$ cat config.mk
export PLATFORM = sky130hd
export DESIGN_NAME = cla_nibble_sequencer
export DESIGN_NICKNAME = d
export VERILOG_FILES = /design/src/rtl/cla_nibble_sequencer.sv
export SDC_FILE = /design/constraint.sdc
export NUM_CORES = 1
export LEC_CHECK = 0
export BUFFER_PORTS_ARGS = -buffer_cell sky130_fd_sc_hd__buf_4
export CAP_MARGIN = 10
export CORE_MARGIN = 3
export CORE_UTILIZATION = 40
export DETAILED_ROUTE_END_ITERATION = 6
export GPL_TIMING_DRIVEN = 0
export MAX_ROUTING_LAYER = met4
export PLACE_DENSITY = 0.64
export RECOVER_POWER = 100
export SETUP_SLACK_MARGIN = 0.05
export SLEW_MARGIN = 10
export SYNTH_ARGS = -nofsm -noshare
export SYNTH_HDL_FRONTEND = slang
export SYNTH_SLANG_ARGS = --single-unit
$ cat constraint.sdc
create_clock -name clk -period 3.4 [get_ports clk]
set_clock_uncertainty 0.2 [all_clocks]
set_input_delay 0.17 -clock clk [delete_from_list [all_inputs] [get_ports clk]]
set_output_delay 0.17 -clock clk [all_outputs]
set_load 0.01 [all_outputs]
$ cat src/rtl/cla_nibble_sequencer.sv
// W-bit add/subtract sequencer driving an external 4-bit carry-lookahead adder
// one nibble per clock, with valid/ready handshakes on operands and result.
module cla_nibble_sequencer #(
  parameter int W = 16
) (
  input  logic         clk,
  input  logic         rst_n,
  input  logic         in_valid,
  output logic         in_ready,
  input  logic [W-1:0] op_a,
  input  logic [W-1:0] op_b,
  input  logic         op_sub,
  output logic [3:0]   cla_a,
  output logic [3:0]   cla_b,
  output logic         cla_mode,
  output logic         cla_cin,
  input  logic [3:0]   cla_sum,
  input  logic         cla_cout,
  output logic         res_valid,
  input  logic         res_ready,
  output logic [W-1:0] result,
  output logic         carry,
  output logic         overflow,
  output logic         zero,
  output logic         negative
);

  localparam int NIB  = W / 4;
  localparam int IDXW = (NIB > 1) ? $clog2(NIB) : 1;
  localparam logic [IDXW-1:0] LAST_IDX = IDXW'(NIB - 1);

  typedef enum logic [1:0] {
    IDLE = 2'd0,
    RUN  = 2'd1,
    DONE = 2'd2
  } state_t;

  state_t          state_q, state_d;
  logic [IDXW-1:0] idx_q, idx_d;
  logic [W-1:0]    a_q, a_d;
  logic [W-1:0]    b_q, b_d;
  logic            sub_q, sub_d;
  logic            cy_q, cy_d;
  logic [W-1:0]    result_q, result_d;
  logic            carry_q, carry_d;
  logic            overflow_q, overflow_d;
  logic            zero_q, zero_d;
  logic            negative_q, negative_d;

  logic [3:0]      a_nib [NIB];
  logic [3:0]      b_nib [NIB];
  logic [W-1:0]    result_merged;
  logic            last_nib;

  genvar gi;
  generate
    for (gi = 0; gi < NIB; gi++) begin : g_nib
      assign a_nib[gi] = a_q[4*gi +: 4];
      assign b_nib[gi] = b_q[4*gi +: 4];
    end
  endgenerate

  assign last_nib = (idx_q == LAST_IDX);

  // Result with the adder's current nibble dropped into slot idx.
  always_comb begin
    result_merged = result_q;
    for (int i = 0; i < NIB; i++) begin
      if (idx_q == IDXW'(i)) begin
        result_merged[4*i +: 4] = cla_sum;
      end
    end
  end

  always_comb begin
    state_d    = state_q;
    idx_d      = idx_q;
    a_d        = a_q;
    b_d        = b_q;
    sub_d      = sub_q;
    cy_d       = cy_q;
    result_d   = result_q;
    carry_d    = carry_q;
    overflow_d = overflow_q;
    zero_d     = zero_q;
    negative_d = negative_q;
    cla_a      = 4'd0;
    cla_b      = 4'd0;
    cla_mode   = 1'b0;
    cla_cin    = 1'b0;

    case (state_q)
      IDLE: begin
        if (in_valid) begin
          a_d     = op_a;
          b_d     = op_b;
          sub_d   = op_sub;
          idx_d   = '0;
          cy_d    = op_sub;
          state_d = RUN;
        end
      end

      RUN: begin
        cla_a    = a_nib[idx_q];
        cla_b    = b_nib[idx_q];
        cla_mode = sub_q;
        cla_cin  = cy_q;
        result_d = result_merged;
        cy_d     = cla_cout;
        idx_d    = idx_q + 1'b1;
        if (last_nib) begin
          // B's sign is taken post-inversion so one rule covers add and subtract.
          idx_d      = '0;
          state_d    = DONE;
          carry_d    = cla_cout;
          overflow_d = (a_q[W-1] == (b_q[W-1] ^ sub_q)) && (cla_sum[3] != a_q[W-1]);
          zero_d     = (result_merged == '0);
          negative_d = cla_sum[3];
        end
      end

      DONE: begin
        if (res_ready) begin
          state_d = IDLE;
        end
      end

      default: begin
        state_d = IDLE;
      end
    endcase
  end

  always_ff @(posedge clk or negedge rst_n) begin
    if (!rst_n) begin
      state_q    <= IDLE;
      idx_q      <= '0;
      a_q        <= '0;
      b_q        <= '0;
      sub_q      <= 1'b0;
      cy_q       <= 1'b0;
      result_q   <= '0;
      carry_q    <= 1'b0;
      overflow_q <= 1'b0;
      zero_q     <= 1'b0;
      negative_q <= 1'b0;
    end else begin
      state_q    <= state_d;
      idx_q      <= idx_d;
      a_q        <= a_d;
      b_q        <= b_d;
      sub_q      <= sub_d;
      cy_q       <= cy_d;
      result_q   <= result_d;
      carry_q    <= carry_d;
      overflow_q <= overflow_d;
      zero_q     <= zero_d;
      negative_q <= negative_d;
    end
  end

  assign in_ready  = (state_q == IDLE);
  assign res_valid = (state_q == DONE);
  assign result    = result_q;
  assign carry     = carry_q;
  assign overflow  = overflow_q;
  assign zero      = zero_q;
  assign negative  = negative_q;

endmodule

==> impl_results.md <==
- Area Growth Syn to Fin: 44.9%
- Ports: between 70 and 80
- Cells after Synth: 257
- Clk sinks: 58
- Die ar.: 7590 µm²
- Layout cell share with drive strength beyond 1: 0.237
- CP Capture Type: primary output
- Slew Viols, Final: 0
- Register area share after synthesis: 0.551
- DP Worst Slack: 1180 ps
- Core Footprint: 6130 µm²
- FP Rows: 28
- Syn Nets: about 300
- Crit Path Class: reg2out
- Estimated wirelength of the detail-placed design: 4.40 mm
- Max Cap Violations: 0
- CTS buffer count: 9
- Starting DRT DRC Count: 79
- Number of unique standard cell types used by synthesis: 29
- DR vias: 2227
- Period utilization: 0.780
- Setup TNS: 0 ps
- # diodes: 0
- Clk buf depth: 2
- Maximum achievable frequency: 0.377 GHz
- Initial Util: 0.429
- Nets: 425
- Min Hold Slack: 91.1 ps
- Final WS setup: roughly 750 ps
- Hold Crit Class: in2reg
- Share of Yosys cell area claimed by the top area cell type: 0.551
- Clk root buf: clkbuf_8
- Routability congestion estimate: 0.772
- TritonRoute pass-1 iters: 4
- Worst relative slew slack: 0.0605
- Cell area after synthesis: 2630 µm²
- Routed Antenna Nets: 0
- Leading area contributor after synthesis: dfrtp_1
- VDD IR-drop max: 431 µV
- Initial antenna violation count: 0
- Total track usage: 0.192
- Drt total wl: 6.63 mm
- RSZ-0062 raised after global routing: false
- Total setup buffers inserted after CTS: 0
- Worst-Skew Late Latency: 340 ps
- Startpoint Class: register
- CTS tree: built
- Worst-margin pin slew: 1410 ps
- Synth top cells by count: nand2_1, dfrtp_1, mux2_2
- Max FO, Critical Path: 10
- Number of enable flip-flop cells after synthesis: 0
- Status: finished clean
- PortBufs: 72
- Final setup viols: 0
- Final hold viol count: 0
- Global-route wire length before repair: 10.7 mm
- Vias in the first global route: 2267
- DR WL/cell: 14.4 µm
- FFs w/ async S/R, synth: 1.00
- Vias per inst: 4.85
- Synth Flop Type: dfrtp_1
- Drt drc: 0
- Die X: 87.1 µm
- P_leak: 0.00185 µW
- Chip height: approximately 87 µm
- H-tree Lvls: 3
- YS warnings: 0
- Top-count cell post-synth: nand2_1
- Tmin final: 2650 ps
- Synth area leaders: dfrtp_1, nand2_1, mux4_2
- Largest net degree at the start of global routing: 59
- WP data required: approximately 3000 ps
- Synthesized area per cell: 10.2 µm²
- Clk slew on worst S/H paths: 60 ps
- FF+latch count, synth: 58
- GR Overflow Total: 0
- Arrival time worst endpoint: 2280 ps
- Pwr Density: 904 nW/µm²
## worst max-delay path, stage by stage (launching register included)
cell and delay, ps:
dfrtp_1 430, clkbuf_1 600, mux4_2 580, and2_0 190, buf_4 150
## cells by family (layout without fill, tap and decap cells)
kind of cell | after synthesis | count (layout) | synth area share
XOR/XNOR | 1 | 1 | 0.00333
AO/OA/AOI/OAI | 13 | 13 | 0.0352
adder cells (fa/ha/maj) | 4 | 4 | 0.0190
buffers and inverters | 17 | 144 | 0.0276
AND/OR/NAND/NOR | 139 | 139 | 0.223
multiplexers | 25 | 25 | 0.141
flip-flops | 58 | 58 | 0.551
## state kept, by name, summed over array words and instances, names as in the netlist, 2 cells and up
name,flops
b_q,16
state_q,2
a_q,16
idx_q,2
result,16
## per-layer routing
layer	wire, µm	up-vias	track usage	share of wire
li1	-	1088	-	-
met1	3070	1065	0.234	0.46
met2	3070	64	0.316	0.46
met3	381	10	0.0350	0.057
met4	110	0	0.0795	0.017
met5	0	-	-	0
## cells in the final DEF, fill, tap and decap left out
cell,n
clkbuf_2,1
a32o_1,1
a22oi_1,1
ha_1,4
dlygate4sd3_1,39
mux2i_1,1
nor3_1,1
bufinv_16,3
nand3b_1,1
o31ai_1,2
o211a_1,1
nor2b_1,2
mux2_1,1
o21ai_0,5
and2_0,11
or4_4,1
mux2_2,15
nor2_1,2
clkinv_2,2
a21oi_1,1
buf_1,1
o22ai_2,1
xor2_1,1
nand2_1,111
nand2b_1,2
inv_1,4
clkbuf_8,11
clkbuf_1,34
nand3_1,4
dfrtp_1,58
mux4_2,8
o211ai_1,1
buf_4,49
nor4_1,4
## metrics by stage
| stage | util | total power (µW) | cell area, µm² | cells |
|---|---|---|---|---|
| after floorplan | - | 2140 | 2630 | 257 |
| after global placement | 0.533 | 2710 | 3270 | 404 |
| after detailed placement | 0.533 | 2760 | 3270 | 404 |
| after CTS | 0.638 | 3600 | 3910 | 459 |
| after global routing | 0.622 | 3700 | 3810 | 459 |
| final | 0.622 | 3450 | 3810 | 459 |
## repair_timing
item | 4_1_cts | 5_1_grt
hold buffers | 39 | 0
resized for setup | 0 | 0
endpoints found under the hold margin | 106 | 0
## final cells by class
class                   instances  area (µm²)
clock inverters                 5         100
repair buffers                111         846
clock buffers                  11         151
multi-input cells             182        1110
fillers                       505        2320
inverters                       4        15.0
plain buffers                  13        48.8
flip-flops and latches         58        1450
well taps                      75        93.8
## path summary, 6_finish.rpt
kind,startpoint,endpoint,slack [ps],depth (start not counted)
max,idx_q[0],cla_b[3],750,4
min,cla_sum[3],negative,90,3
max reg2reg,idx_q[0],result[1],1080,5
min reg2reg,a_q[6],a_q[6],280,2
max in group asynchronous,rst_n,result[14],1610,2
min in group asynchronous,rst_n,result[5],520,2
## power breakdown
group | switching, µW | leakage [µW] | internal [µW] | total [µW]
combinational | 733 | 0.00101 | 682 | 1410
sequential | 213 | 0.000709 | 1020 | 1240
clock | 271 | 0.000129 | 524 | 795
total | 1220 | 0.00185 | 2230 | 3450
Power figures use the tool's default switching activity.
